`config.mk`:
```
export PLATFORM = sky130hd
export DESIGN_NAME = systolic_drain_ctrl_flat
export DESIGN_NICKNAME = d
export VERILOG_FILES = /design/src/rtl/systolic_drain_ctrl_if.sv /design/src/rtl/systolic_drain_ctrl.sv /design/src/flat_wrapper.sv
export SDC_FILE = /design/constraint.sdc
export NUM_CORES = 1
export LEC_CHECK = 0
export CAP_MARGIN = 20
export CORE_AREA = 4 4 273 275
export DETAILED_ROUTE_END_ITERATION = 10
export DIE_AREA = 0 0 277 279
export PLACE_DENSITY = 0.48
export SLEW_MARGIN = 5
export SYNTH_ARGS = -nofsm -noshare
export SYNTH_HDL_FRONTEND = slang
export SYNTH_SLANG_ARGS = --single-unit
```
`constraint.sdc`:
```
create_clock -name clk -period 7.8 [get_ports clk]
set_input_delay 0.78 -clock clk [delete_from_list [all_inputs] [get_ports clk]]
set_output_delay 0.78 -clock clk [all_outputs]
set_load 0.05 [all_outputs]
```
`src/rtl/systolic_drain_ctrl_if.sv`:
```
// Command, operand-feed and C-buffer row signals between the PE-array sequencer
// and its neighbours.
interface systolic_drain_ctrl_if #(
    parameter int N     = 4,
    parameter int ACC_W = 32,
    parameter int K_W   = 16
) ();
    logic                   cmd_valid;
    logic [2:0]             funct;
    logic [31:0]            input0;
    logic [N*N*ACC_W-1:0]   acc_flat;

    logic [K_W-1:0]         ab_idx;
    logic                   feed_valid;
    logic                   pe_en;
    logic                   pe_clear;
    logic                   C_in_signal;
    logic [3:0]             count;
    logic [N*ACC_W-1:0]     C_row_data;
    logic                   busy;
    logic                   done;
    logic [2:0]             state_dbg;

    // cmd_valid is a single-cycle strobe with no ready: funct/input0 are consumed
    // on every edge where cmd_valid=1. C_in_signal is likewise a strobe with no
    // back-pressure: the writer takes C_row_data/count on every cycle it is high.
    modport slave (
        input  cmd_valid, funct, input0, acc_flat,
        output ab_idx, feed_valid, pe_en, pe_clear, C_in_signal, count,
               C_row_data, busy, done, state_dbg
    );

    modport master (
        output cmd_valid, funct, input0, acc_flat,
        input  ab_idx, feed_valid, pe_en, pe_clear, C_in_signal, count,
               C_row_data, busy, done, state_dbg
    );
endinterface

```
`src/rtl/systolic_drain_ctrl.sv`:
```
// Sequencer for an NxN output-stationary systolic array: feeds K operand columns,
// flushes the skew, drains one accumulator row per cycle, then clears the array.
module systolic_drain_ctrl #(
    parameter int N     = 4,
    parameter int ACC_W = 32,
    parameter int K_W   = 16
) (
    input logic              clk,
    input logic              rst_n,
    systolic_drain_ctrl_if.slave bus
);

    localparam logic [2:0] ST_IDLE  = 3'd0;
    localparam logic [2:0] ST_FEED  = 3'd1;
    localparam logic [2:0] ST_FLUSH = 3'd2;
    localparam logic [2:0] ST_DRAIN = 3'd3;
    localparam logic [2:0] ST_GAP   = 3'd4;

    // Wide enough for the 2N-3 flush terminal at the largest legal N.
    localparam int PH_W       = 5;
    localparam int FLUSH_LAST = 2 * N - 3;
    localparam int DRAIN_LAST = N - 1;
    localparam int ROW_W      = N * ACC_W;

    logic [2:0]       state;
    logic [K_W-1:0]   k_lat;
    logic [K_W-1:0]   feed_cnt;
    logic [PH_W-1:0]  ph_cnt;

    logic [K_W-1:0]   ab_idx_q;
    logic             feed_valid_q;
    logic             pe_en_q;
    logic             pe_clear_q;
    logic             c_in_q;
    logic [3:0]       count_q;
    logic [ROW_W-1:0] row_q;
    logic             busy_q;
    logic             done_q;

    logic             is_start;
    logic             is_abort;
    logic [K_W-1:0]   cmd_k;
    logic [K_W-1:0]   k_last;
    logic [ROW_W-1:0] row_sel;
    logic             unused_bits;

    assign is_start    = bus.cmd_valid && (bus.funct == 3'd2);
    assign is_abort    = bus.cmd_valid && (bus.funct == 3'd1);
    assign cmd_k       = bus.input0[K_W-1:0];
    assign k_last      = k_lat - K_W'(1);
    assign unused_bits = ^bus.input0;

    always_comb begin
        row_sel = '0;
        for (int r = 0; r < N; r++) begin
            if (ph_cnt == PH_W'(r)) row_sel = bus.acc_flat[r*ROW_W +: ROW_W];
        end
    end

    // Control FSM. Abort overrides every transition, including a pending start.
    always_ff @(posedge clk) begin
        if (rst_n) begin
            state    <= ST_IDLE;
            k_lat    <= '0;
            feed_cnt <= '0;
            ph_cnt   <= '0;
        end else if (is_abort) begin
            state    <= ST_IDLE;
            feed_cnt <= '0;
            ph_cnt   <= '0;
        end else begin
            case (state)
                ST_IDLE: begin
                    if (is_start) begin
                        k_lat    <= cmd_k;
                        feed_cnt <= '0;
                        ph_cnt   <= '0;
                        // K=0 leaves nothing to accumulate; the array already holds zeros.
                        state    <= (cmd_k == '0) ? ST_DRAIN : ST_FEED;
                    end
                end
                ST_FEED: begin
                    // Compare against K-1 so K = 2^K_W-1 finishes without wrapping.
                    if (feed_cnt == k_last) begin
                        state  <= ST_FLUSH;
                        ph_cnt <= '0;
                    end else begin
                        feed_cnt <= feed_cnt + 1'b1;
                    end
                end
                ST_FLUSH: begin
                    if (ph_cnt == PH_W'(FLUSH_LAST)) begin
                        state  <= ST_DRAIN;
                        ph_cnt <= '0;
                    end else begin
                        ph_cnt <= ph_cnt + 1'b1;
                    end
                end
                ST_DRAIN: begin
                    if (ph_cnt == PH_W'(DRAIN_LAST)) begin
                        state  <= ST_GAP;
                        ph_cnt <= '0;
                    end else begin
                        ph_cnt <= ph_cnt + 1'b1;
                    end
                end
                ST_GAP: begin
                    state <= ST_IDLE;
                end
                default: begin
                    state <= ST_IDLE;
                end
            endcase
        end
    end

    // Registered outputs decode the phase the FSM is in, so each phase shows up
    // one cycle after the edge that entered it. Abort is applied directly so the
    // cycle after an abort is already quiet.
    always_ff @(posedge clk) begin
        if (rst_n) begin
            ab_idx_q     <= '0;
            feed_valid_q <= 1'b0;
            pe_en_q      <= 1'b0;
            pe_clear_q   <= 1'b0;
            c_in_q       <= 1'b0;
            count_q      <= 4'd0;
            row_q        <= '0;
            busy_q       <= 1'b0;
            done_q       <= 1'b0;
        end else if (is_abort) begin
            ab_idx_q     <= '0;
            feed_valid_q <= 1'b0;
            pe_en_q      <= 1'b0;
            pe_clear_q   <= 1'b1;
            c_in_q       <= 1'b0;
            count_q      <= 4'd0;
            row_q        <= '0;
            busy_q       <= 1'b0;
            done_q       <= 1'b0;
        end else begin
            ab_idx_q     <= '0;
            feed_valid_q <= 1'b0;
            pe_en_q      <= 1'b0;
            pe_clear_q   <= 1'b0;
            c_in_q       <= 1'b0;
            count_q      <= 4'd0;
            row_q        <= '0;
            busy_q       <= 1'b0;
            done_q       <= 1'b0;
            case (state)
                ST_FEED: begin
                    ab_idx_q     <= feed_cnt;
                    feed_valid_q <= 1'b1;
                    pe_en_q      <= 1'b1;
                    busy_q       <= 1'b1;
                end
                ST_FLUSH: begin
                    ab_idx_q <= k_last;
                    pe_en_q  <= 1'b1;
                    busy_q   <= 1'b1;
                end
                ST_DRAIN: begin
                    c_in_q  <= 1'b1;
                    count_q <= ph_cnt[3:0] + 4'd1;
                    row_q   <= row_sel;
                    busy_q  <= 1'b1;
                end
                ST_GAP: begin
                    pe_clear_q <= 1'b1;
                    done_q     <= 1'b1;
                    busy_q     <= 1'b1;
                end
                default: begin
                end
            endcase
        end
    end

    assign bus.ab_idx      = ab_idx_q;
    assign bus.feed_valid  = feed_valid_q;
    assign bus.pe_en       = pe_en_q;
    assign bus.pe_clear    = pe_clear_q;
    assign bus.C_in_signal = c_in_q;
    assign bus.count       = count_q;
    assign bus.C_row_data  = row_q;
    assign bus.busy        = busy_q;
    assign bus.done        = done_q;
    assign bus.state_dbg   = state;

    a_row_count_range: assert property (@(posedge clk) disable iff (rst_n)
        c_in_q |-> (count_q != 4'd0 && count_q <= 4'(N)));
    a_idle_count_zero: assert property (@(posedge clk) disable iff (rst_n)
        !c_in_q |-> (count_q == 4'd0));
    a_done_clears: assert property (@(posedge clk) disable iff (rst_n)
        done_q |-> pe_clear_q);
    a_feed_needs_en: assert property (@(posedge clk) disable iff (rst_n)
        feed_valid_q |-> pe_en_q);

endmodule

```
`src/flat_wrapper.sv`:
```
// flat-port wrapper written by rule: the top's interface ports become plain ports
module systolic_drain_ctrl_flat 
#(
    parameter int N     = 4,
    parameter int ACC_W = 32,
    parameter int K_W   = 16
)
  (clk, rst_n, bus_cmd_valid, bus_funct, bus_input0, bus_acc_flat, bus_ab_idx, bus_feed_valid, bus_pe_en, bus_pe_clear, bus_C_in_signal, bus_count, bus_C_row_data, bus_busy, bus_done, bus_state_dbg);
  systolic_drain_ctrl_if #(.N(N), .ACC_W(ACC_W), .K_W(K_W)) bus_i ();
  input logic clk;
  input logic rst_n;
  input wire logic [$bits(bus_i.cmd_valid)-1:0] bus_cmd_valid;
  input wire logic [$bits(bus_i.funct)-1:0] bus_funct;
  input wire logic [$bits(bus_i.input0)-1:0] bus_input0;
  input wire logic [$bits(bus_i.acc_flat)-1:0] bus_acc_flat;
  output wire logic [$bits(bus_i.ab_idx)-1:0] bus_ab_idx;
  output wire logic [$bits(bus_i.feed_valid)-1:0] bus_feed_valid;
  output wire logic [$bits(bus_i.pe_en)-1:0] bus_pe_en;
  output wire logic [$bits(bus_i.pe_clear)-1:0] bus_pe_clear;
  output wire logic [$bits(bus_i.C_in_signal)-1:0] bus_C_in_signal;
  output wire logic [$bits(bus_i.count)-1:0] bus_count;
  output wire logic [$bits(bus_i.C_row_data)-1:0] bus_C_row_data;
  output wire logic [$bits(bus_i.busy)-1:0] bus_busy;
  output wire logic [$bits(bus_i.done)-1:0] bus_done;
  output wire logic [$bits(bus_i.state_dbg)-1:0] bus_state_dbg;
  assign bus_i.cmd_valid = bus_cmd_valid;
  assign bus_i.funct = bus_funct;
  assign bus_i.input0 = bus_input0;
  assign bus_i.acc_flat = bus_acc_flat;
  assign bus_ab_idx = bus_i.ab_idx;
  assign bus_feed_valid = bus_i.feed_valid;
  assign bus_pe_en = bus_i.pe_en;
  assign bus_pe_clear = bus_i.pe_clear;
  assign bus_C_in_signal = bus_i.C_in_signal;
  assign bus_count = bus_i.count;
  assign bus_C_row_data = bus_i.C_row_data;
  assign bus_busy = bus_i.busy;
  assign bus_done = bus_i.done;
  assign bus_state_dbg = bus_i.state_dbg;
  systolic_drain_ctrl #(.N(N), .ACC_W(ACC_W), .K_W(K_W)) u_core (.clk(clk), .rst_n(rst_n), .bus(bus_i));
endmodule
```
==> metrics.csv, run 1 <==
stage,metric,value,unit
outcome,status,finished clean,
yosys,register area share after synthesis,39.1,%
detailed_routing,Vias,12700,
yosys,post-synth cell types,61,
placed_design,Placer Congestion,0.878,
critical_path,CP endpoint,u_core.ph_cnt[2],
timing,Max transition margin,33.9,%
critical_path,Critical Path RT,8.16,ns
timing,unrepaired setup endpoints after global routing,false,
clocking,post-CTS resize count,0,
clocking,clock slew at reported path FFs,0.08,ns
timing,Fin. Hold Viols,0,
yosys,Mapped Cells,1333,
critical_path,CP Class,register to register,
clocking,post-CTS setup repair buffer count,0,
finish,most frequent cells in the layout,"690 x clkdlybuf4s50_1, 288 x nor2_1, 194 x dfxtp_1",
critical_path,critical path endpoint category,register,
global_routing,vias in the first global route,12700,
critical_path,Critical Path Stages,10,
power_and_ir_drop,Max VDD drop,0.115,mV
timing,fin. max-slew vios,0,
floorplanning,Initial Utilization,13.7,%
finish,"commonest non-fill, non-tap cell in the layout",clkdlybuf4s50_1,
critical_path,Top delay family on crit path,compound AO/OA/AOI/OAI gates,
clocking,CTS tree,done,
timing,fin crit period,3.93,ns
clocking,htree depth,4,
critical_path,Reg2Reg Launch Point,u_core.k_lat[0],
yosys,Synth Area per Inst,7.45,um2
critical_path,reg2reg setup slack,3.87,ns
placed_design,DP Area,17600,um2
clocking,"Clk Latency, worst-skew pair",0.49,ns
critical_path,Arrival @ worst endpoint,4.29,ns
finish,Final Non-Filler Cells,2907,
job,Max Cap Viol,0,
yosys,number of enable flip-flop cells after synthesis,0,
finish,synthesis-to-layout area growth,83.6,%
critical_path,crit-path max cell delay,0.67,ns
detailed_routing,Routed WL,64800,um
timing,Layout Skew,0.0153,ns
yosys,yosys warns,0,
finish,Final nets,2468,
clocking,Max Buffers Root-to-Sink,2,
timing,Fmax achieved,255,MHz
yosys,Synth Flop Type,dfxtp_1,
global_routing,grt ovf,0,
detailed_routing,Pre-Repair DR Iteration Count,5,
global_routing,largest net degree at the start of global routing,161,
detailed_routing,initial DRC count,880,
detailed_routing,drt wl/cell,22.3,um
floorplanning,area of the core,72300,um2
critical_path,CP startpoint,u_core.k_lat[0],
placed_design,port bufs,690,
critical_path,CP Launch Type,register,
detailed_routing,Routed Antenna Nets,0,
finish,fin area,18200,um2
critical_path,worst path bufs/invs,1,
global_routing,total track usage,16.0,%
timing,Worst Tran Pin Value,0.992,ns
timing,Final setup viols,0,
critical_path,CP Cell Sequence,inv_1 -> ha_1 -> or4b_1 -> nor4_2 -> mux2_2 -> a2111oi_1 -> nand4_2 -> o41ai_2 -> o211a_1 -> nor3_1,
yosys,Yosys reg bits,194,
power_and_ir_drop,Cell Pwr Density,128,nW/um2
min_path,HP Start,u_core.k_lat[15],
detailed_routing,DRC Markers,0,
finish,share of cells above drive strength 1,3.22,%
detailed_routing,Vias per Instance,4.36,
clocking,CTS Sinks,194,
timing,setup TNS,0,ns
placed_design,post-placement cell count,2851,
critical_path,crit-path max FO,9,
min_path,HP Class,register to register,
floorplanning,full die area,77300,um2
critical_path,Crit Reg-Reg Endpoint,u_core.ph_cnt[2],
yosys,Mapped Nets,1889,
floorplanning,Die Span X,277,um
clocking,root buf cell,clkbuf_16,
critical_path,slowest cell on the critical path,or4b_1,
placed_design,HPWL Detailed,51300,um
global_routing,initial antenna violation count,38,
yosys,Synth async-reset ratio,0,%
timing,fin crit share,50.3,%
floorplanning,die height,279,um
critical_path,r2r worst-path depth,10,
yosys,"Cell Area, Synth",9930,um2
clocking,TritonCTS Buffers,17,
power_and_ir_drop,P_leak,0.00646,uW
floorplanning,row count,99,
floorplanning,I/O pins,707,
clocking,# hold bufs at CTS,0,
global_routing,first-pass GRT wire length,90300,um
where the power goes:
part           leakage [uW]  switching [uW]  internal (uW)
registers           0.00156            6.17            992
logic               0.00462             136            299
clock network      0.000279             481            426
total               0.00646             623           1720
per-stage QoR:
step	util [%]	setup WS (ns)	total power, uW	hold slack (ns)
3_5_place_dp	24.3	3.51	1460	0.486
6_report	25.2	3.87	2340	0.512
2_1_floorplan	-	4.48	1140	0.450
5_1_grt	25.2	3.59	2460	0.520
4_1_cts	25.1	3.93	2380	0.498
3_3_place_gp	24.3	3.56	1450	0.482
worst min-delay path: cells and delay by family, from the launching register on:
kind / cells / cell delay (ns)
AO/OA/AOI/OAI: 1 / 0.05
AND/OR/NAND/NOR: 1 / 0.07
flip-flops: 1 / 0.35
routing by layer:
layer  wire length, um  GRT usage (%)  part of all wire, %
met5                61              0                0.094
met3              6560           6.05                   10
met2             31300           26.6                   48
met1             24600           18.3                   38
met4              2290           7.41                  3.5
layout make-up:
class                           instances  area, um2
Fill cell                            7911      54100
Timing Repair Buffer                  700       7000
Multi-Input combinational cell        985       5460
Sequential cell                       194       3880
Tap cell                              959       1200
Clock buffer                           18        429
Clock inverter                         14        143
Antenna cell                           23       57.6
Inverter                               14       52.6
cell usage after synthesis (all sizes together), types with 2 or more instances:
cell / count / area share, %
o311ai: 4 / 0.35
xnor2: 16 / 1.4
nor4bb: 2 / 0.20
o2111ai: 2 / 0.18
o211a: 2 / 0.20
xor2: 11 / 0.97
nand3: 22 / 1.2
ha: 6 / 0.76
or4: 9 / 0.76
a221oi: 128 / 11
nand2: 72 / 2.7
and4: 3 / 0.26
nand4: 8 / 0.57
o21ai: 26 / 1.4
nor2: 289 / 11
and3b: 4 / 0.35
or3: 3 / 0.19
and3: 7 / 0.44
nor3: 143 / 7.3
inv: 14 / 0.53
and2: 5 / 0.32
o21a: 4 / 0.30
clkbuf: 115 / 4.3
a2111oi: 2 / 0.20
nor2b: 2 / 0.13
buf: 25 / 1.3
a31oi: 13 / 0.82
nor4: 10 / 0.76
dfxtp: 194 / 39
o22ai: 7 / 0.44
or2: 4 / 0.25
mux2i: 2 / 0.20
a21oi: 162 / 8.2
cells by family (layout without fill, tap and decap cells):
kind of cell | Yosys count | count (layout) | synth area share, %
AO/OA/AOI/OAI | 361 | 361 | 24.4
XOR/XNOR | 28 | 28 | 2.61
adder cells (fa/ha/maj) | 6 | 6 | 0.756
buffers and inverters | 154 | 746 | 6.19
flip-flops | 194 | 194 | 39.1
multiplexers | 3 | 3 | 0.315
other | 0 | 23 | 0
AND/OR/NAND/NOR | 587 | 587 | 26.6
how the worst min path moves through the flow:
stage | end | slack [ns] | cells past startpoint
floorplan | u_core.ph_cnt[4] | 0.45 | 1
global placement | u_core.ph_cnt[4] | 0.48 | 1
detailed placement | u_core.ph_cnt[4] | 0.49 | 1
CTS | u_core.ph_cnt[4] | 0.50 | 1
global route | u_core.ph_cnt[4] | 0.52 | 1
finish | u_core.k_lat[15] | 0.51 | 2
flip-flops by register name, summed over array words and instances, names as in the netlist:
signal                  count
u_core.bus.C_row_data     128
u_core.bus.ab_idx          16
u_core.feed_cnt            16
u_core.k_lat               16
u_core.ph_cnt               5
u_core.bus.count            4
u_core.bus.state_dbg        3
u_core.bus.C_in_signal      1
u_core.bus.busy             1
u_core.bus.done             1
u_core.bus.feed_valid       1
u_core.bus.pe_clear         1
u_core.bus.pe_en            1
Note: power is estimated with default switching activity, not from simulation.
==> run 2, diff against run 1 <==
--- a/config.mk
+++ b/config.mk
@@ -6,10 +6,10 @@
 export NUM_CORES = 1
 export LEC_CHECK = 0
 export CAP_MARGIN = 20
-export CORE_AREA = 4 4 273 275
+export CORE_AREA = 4 4 272 274
 export DETAILED_ROUTE_END_ITERATION = 10
-export DIE_AREA = 0 0 277 279
-export PLACE_DENSITY = 0.48
+export DIE_AREA = 0 0 276 278
+export PLACE_DENSITY = 0.49
 export SLEW_MARGIN = 5
 export SYNTH_ARGS = -nofsm -noshare
 export SYNTH_HDL_FRONTEND = slang
==> constraint.sdc (replaced) <==
create_clock -name clk -period 3.2 [get_ports clk]
set_input_delay 0.32 -clock clk [delete_from_list [all_inputs] [get_ports clk]]
set_output_delay 0.32 -clock clk [all_outputs]
set_load 0.05 [all_outputs]
==> run 2 against run 1 <==
Combinational power grew to 2.6 times the previous value. Design area up 4.1%. Sequential share of layout area down 0.83 points. Die area fell by 0.72%. Register-to-register slack worse by 3.7 ns. Critical path type unchanged. Largest power group unchanged.
==> metrics.csv, run 2 (same netlist as run 1, synthesis figures left out) <==
stage,metric,value,unit
outcome,status,finished clean,
power_and_ir_drop,Cell Pwr Density,313,nW/um2
global_routing,total track usage,16.8,%
clocking,CTS tree,done,
timing,Fmax achieved,328,MHz
power_and_ir_drop,P_leak,0.00692,uW
placed_design,port bufs,690,
global_routing,first-pass GRT wire length,95000,um
critical_path,r2r worst-path depth,10,
finish,"commonest non-fill, non-tap cell in the layout",clkdlybuf4s50_1,
placed_design,post-placement cell count,2909,
detailed_routing,Pre-Repair DR Iteration Count,5,
critical_path,Crit Reg-Reg Endpoint,u_core.feed_cnt[6],
timing,fin crit share,95.2,%
floorplanning,row count,98,
power_and_ir_drop,Power Total,5930,uW
clocking,"Clk Latency, worst-skew pair",0.50,ns
timing,Max transition margin,35.2,%
critical_path,critical path endpoint category,register,
critical_path,CP Class,register to register,
finish,number of flip-flops in the largest register,128,
timing,setup TNS,0,ns
detailed_routing,Routed Antenna Nets,0,
timing,fin crit period,3.05,ns
global_routing,grt ovf,0,
clocking,TritonCTS Buffers,17,
clocking,root buf cell,clkbuf_16,
critical_path,reg2reg setup slack,0.15,ns
detailed_routing,drt wl/cell,23.0,um
finish,share of cells above drive strength 1,6.77,%
floorplanning,area of the core,71400,um2
floorplanning,die height,278,um
critical_path,Reg2Reg Launch Point,u_core.k_lat[7],
placed_design,Placer Congestion,0.878,
finish,Final Non-Filler Cells,2954,
critical_path,Arrival @ worst endpoint,3.47,ns
finish,Final nets,2537,
detailed_routing,initial DRC count,927,
clocking,CTS Sinks,194,
job,Max Cap Viol,0,
clocking,# hold bufs at CTS,0,
floorplanning,full die area,76700,um2
timing,Layout Skew,0.0163,ns
global_routing,vias in the first global route,13400,
timing,fin. max-slew vios,0,
timing,Fin. Hold Viols,0,
min_path,Worst Hold End,u_core.bus.C_row_data[87],
timing,Worst Tran Pin Value,0.972,ns
global_routing,initial antenna violation count,37,
clocking,htree depth,4,
floorplanning,Initial Utilization,13.9,%
min_path,Worst Hold Depth,3,
clocking,clock slew at reported path FFs,0.09,ns
detailed_routing,DRC Markers,0,
detailed_routing,Routed WL,67800,um
detailed_routing,Vias per Instance,4.40,
critical_path,CP Launch Type,register,
finish,most frequent cells in the layout,"690 x clkdlybuf4s50_1, 288 x nor2_1, 194 x dfxtp_1",
global_routing,largest net degree at the start of global routing,72,
clocking,Max Buffers Root-to-Sink,2,
finish,fin util,26.6,%
critical_path,crit-path max FO,6,
min_path,HP Class,input port to register,
detailed_routing,Vias,13000,
min_path,HP Start,bus_acc_flat[471],
critical_path,Critical Path RT,3.62,ns
finish,synthesis-to-layout area growth,91.0,%
placed_design,HPWL Detailed,55200,um
timing,unrepaired setup endpoints after global routing,false,
timing,Final setup viols,0,
floorplanning,Die Span X,276,um
floorplanning,I/O pins,707,
power_and_ir_drop,Max VDD drop,0.280,mV
finish,Filler Cell Count,7748,
[run 2: cell types whose count changed in the layout (fill, tap and decap cells not counted), moves of 2 or more]
cell,before,now
inv_8,4,2
buf_12,1,14
clkinv_8,2,5
buf_4,8,65
diode_2,23,10
[run 2: routing by layer]
layer,GRT usage (%),routed length (um),vias to the layer above
met3,5.53,5790,77
met5,0,85,-
met4,4.91,1370,12
met2,28.8,33200,598
li1,-,-,6117
met1,20.2,27400,6199
[run 2: cell type report]
class	count	area [um2]	share of cell area, %
Multi-Input combinational cell	985	5520	29.1
Sequential cell	194	3880	20.5
Tap cell	950	1190	6.27
Inverter	14	52.6	0.277
Clock buffer	17	425	2.24
Clock inverter	15	191	1.01
Antenna cell	10	25.0	0.132
Timing Repair Buffer	769	7670	40.5
[run 2: critical path, stage by stage (launching register included)]
cell and delay, ns:
dfxtp_1 0.33, or4_4 0.58, buf_4 0.18, or4_1 0.48, o22ai_1 0.20, nor4_1 0.10, nand4_4 0.14, o21ai_4 0.10
buf_4 0.18, or4_1 0.51, a21oi_1 0.17
[run 2: where the power goes]
part	total (uW)	switching, uW	internal (uW)
Sequential	2430	6.83	2420
Combinational	1150	381	766
Clock	2360	1230	1130
[run 2: what timing repair did]
action,4_1_cts,5_1_grt
endpoints found under the setup margin,0,23
buffers inserted,0,3
resized for setup,0,5
[run 2: how the worst max path moves through the flow]
stage,cells after the start,to,slack [ns],from
2_1_floorplan,14,u_core.feed_cnt[9],0.01,u_core.k_lat[0]
3_3_place_gp,10,u_core.feed_cnt[9],0.05,u_core.k_lat[0]
3_5_place_dp,10,u_core.feed_cnt[9],0.06,u_core.k_lat[0]
4_1_cts,10,u_core.feed_cnt[9],0.02,u_core.k_lat[0]
5_1_grt,11,u_core.feed_cnt[6],0.03,u_core.k_lat[0]
6_report,10,u_core.feed_cnt[6],0.15,u_core.k_lat[7]
[run 2: per-stage QoR]
stage,setup slack (ns),instance area (um2),hold WS [ns]
global route,0.0255,19000,0.387
detailed placement,0.0633,18300,0.483
CTS,0.0153,18900,0.360
finish,0.152,19000,0.420
global placement,0.0523,18300,0.466
floorplan,0.0117,9960,0.450
==> run 3, diff against run 2 <==
--- a/config.mk
+++ b/config.mk
@@ -6,11 +6,12 @@
 export NUM_CORES = 1
 export LEC_CHECK = 0
 export CAP_MARGIN = 20
-export CORE_AREA = 4 4 272 274
+export CORE_AREA = 4 4 276 278
+export CTS_BUF_LIST = sky130_fd_sc_hd__clkbuf_8
 export DETAILED_ROUTE_END_ITERATION = 10
-export DIE_AREA = 0 0 276 278
-export PLACE_DENSITY = 0.49
-export SLEW_MARGIN = 5
+export DIE_AREA = 0 0 280 282
+export PLACE_DENSITY = 0.48
+export SLEW_MARGIN = 20
 export SYNTH_ARGS = -nofsm -noshare
 export SYNTH_HDL_FRONTEND = slang
 export SYNTH_SLANG_ARGS = --single-unit
==> run 3 against run 2 <==
Utilization fell by 1.2 points. First-iteration DRC count fell by 5.4%. Combinational power barely moved. Total power fell by 9.5%. Sequential cell count did not move. Global-route usage rose by 0.063 points. Critical endpoint is now u_core.feed_cnt[8]. Routed wire length rose by 2.8%. Clock-buffer cell count rose by 2. Critical path depth did not move. Final cell count rose by 1.0%. Clock power fell by 24%. Sequential power barely moved.
==> metrics.csv, run 3 (same netlist as run 1, synthesis figures left out) <==
stage,metric,value,unit
outcome,status,finished clean,
finish,"commonest non-fill, non-tap cell in the layout",clkdlybuf4s50_1,
detailed_routing,initial DRC count,877,
detailed_routing,DRC Markers,0,
timing,Fin. Hold Viols,0,
global_routing,total track usage,16.9,%
power_and_ir_drop,Max VDD drop,0.251,mV
timing,Worst Tran Pin Value,1.09,ns
clocking,CTS Sinks,194,
min_path,HP Class,input port to register,
clocking,TritonCTS Buffers,17,
finish,synthesis-to-layout area growth,88.9,%
placed_design,HPWL Detailed,57500,um
timing,worst hold slack,0.338,ns
floorplanning,Initial Utilization,13.4,%
floorplanning,row count,100,
power_and_ir_drop,Seq pwr share,45.2,%
clocking,post-CTS resize count,0,
clocking,post-CTS setup repair buffer count,0,
finish,area of the multi-input gates,5490,um2
finish,register area,3880,um2
global_routing,vias in the first global route,13500,
detailed_routing,Pre-Repair DR Iteration Count,5,
clocking,htree depth,4,
job,Max Cap Viol,0,
critical_path,CP startpoint,u_core.k_lat[0],
floorplanning,die height,282,um
critical_path,crit-path max cell delay,0.52,ns
critical_path,CP Class,register to register,
detailed_routing,drt wl/cell,23.4,um
critical_path,r2r worst-path depth,10,
detailed_routing,Routed WL,69700,um
timing,Max transition margin,27.4,%
detailed_routing,Vias,13100,
global_routing,first-pass GRT wire length,96200,um
placed_design,"worst slack, placed",0.0704,ns
clocking,"Clk Latency, worst-skew pair",0.56,ns
placed_design,Placer Congestion,0.935,
timing,Final setup viols,0,
finish,number of flip-flops in the largest register,128,
placed_design,port bufs,690,
min_path,HP Start,bus_acc_flat[484],
timing,fin crit period,3.06,ns
clocking,clock slew at reported path FFs,0.13,ns
power_and_ir_drop,P_leak,0.00682,uW
global_routing,largest net degree at the start of global routing,94,
finish,Final nets,2538,
clocking,CTS tree,done,
global_routing,grt ovf,0,
min_path,Worst Hold Depth,3,
detailed_routing,Routed Antenna Nets,0,
clocking,root buf cell,clkbuf_8,
power_and_ir_drop,Power Total,5360,uW
clocking,# hold bufs at CTS,0,
floorplanning,I/O pins,707,
detailed_routing,Vias per Instance,4.40,
critical_path,CP Launch Type,register,
timing,Layout Skew,0.0206,ns
power_and_ir_drop,P_int,3870,uW
power_and_ir_drop,Cell Pwr Density,286,nW/um2
timing,setup TNS,0,ns
critical_path,crit-path max FO,9,
global_routing,initial antenna violation count,46,
floorplanning,area of the core,73900,um2
timing,fin. max-slew vios,0,
floorplanning,Die Span X,280,um
critical_path,Critical Path RT,3.69,ns
floorplanning,full die area,79000,um2
timing,worst setup margin,0.143,ns
critical_path,slowest cell on the critical path,or4b_4,
critical_path,Arrival @ worst endpoint,3.55,ns
critical_path,critical path endpoint category,register,
timing,fin crit share,95.5,%
critical_path,Reg2Reg Launch Point,u_core.k_lat[0],
clocking,Max Buffers Root-to-Sink,2,
finish,most frequent cells in the layout,"690 x clkdlybuf4s50_1, 288 x nor2_1, 194 x dfxtp_1",
timing,unrepaired setup endpoints after global routing,false,
critical_path,CP Cell Sequence,inv_1 -> ha_1 -> or4b_4 -> nor4_4 -> mux2_2 -> a2111oi_2 -> nand4_2 -> or2_2 -> nand3_1 -> mux2i_1,
power_and_ir_drop,Comb power frac,21.5,%
power_and_ir_drop,Clock Power Share,33.3,%
timing,Fmax achieved,327,MHz
finish,Filler Cell Count,7977,
power_and_ir_drop,Switching Share,27.8,%
finish,share of cells above drive strength 1,6.77,%
power_and_ir_drop,Psw,1490,uW
run 3: layout make-up:
type	instances	area share (%)
repair buffers	770	40.9
multi-input cells	985	29.3
flip-flops and latches	194	20.7
well taps	969	6.46
clock buffers	19	1.39
clock inverters	13	0.727
inverters	14	0.280
diodes	20	0.267
run 3: power by group through the flow:
stage	sequential [uW]	clock, uW	combinational, uW
3_3_place_gp	2480	0	1140
4_1_cts	2430	1870	1150
3_5_place_dp	2480	0	1150
5_1_grt	2430	1950	1230
2_1_floorplan	2490	0	300
6_report	2430	1790	1150
run 3: worst paths after layout:
check | slack, ns | to
setup / recovery | 0.14 | u_core.feed_cnt[8]
hold / removal | 0.34 | u_core.bus.C_row_data[100]
setup reg to reg | 0.14 | u_core.feed_cnt[8]
hold reg to reg | 0.51 | u_core.k_lat[5]
run 3: worst max-delay path: cells and delay by family (launching register included):
| kind | cells | cell delay [ns] |
|---|---|---|
| flops | 1 | 0.33 |
| compound gates | 1 | 0.36 |
| fa+ha+maj | 1 | 0.16 |
| buf+inv | 1 | 0.05 |
| mux | 2 | 0.56 |
| simple gates | 5 | 1.54 |
run 3: per-stage QoR:
step	area (um2)	utilization [%]	instances
2_1_floorplan	9960	-	1333
3_3_place_gp	18300	24.8	2932
3_5_place_dp	18300	24.8	2932
4_1_cts	18700	25.3	2964
5_1_grt	18700	25.3	2978
6_report	18800	25.4	2984
run 3: layer usage:
metal / GRT usage [%] / vias up / share of wire [%]
li1: - / 6138 / -
met1: 19.1 / 6183 / 38
met2: 28.9 / 676 / 49
met3: 5.75 / 109 / 9.4
met4: 7.71 / 20 / 3.7
met5: 0 / - / 0.19
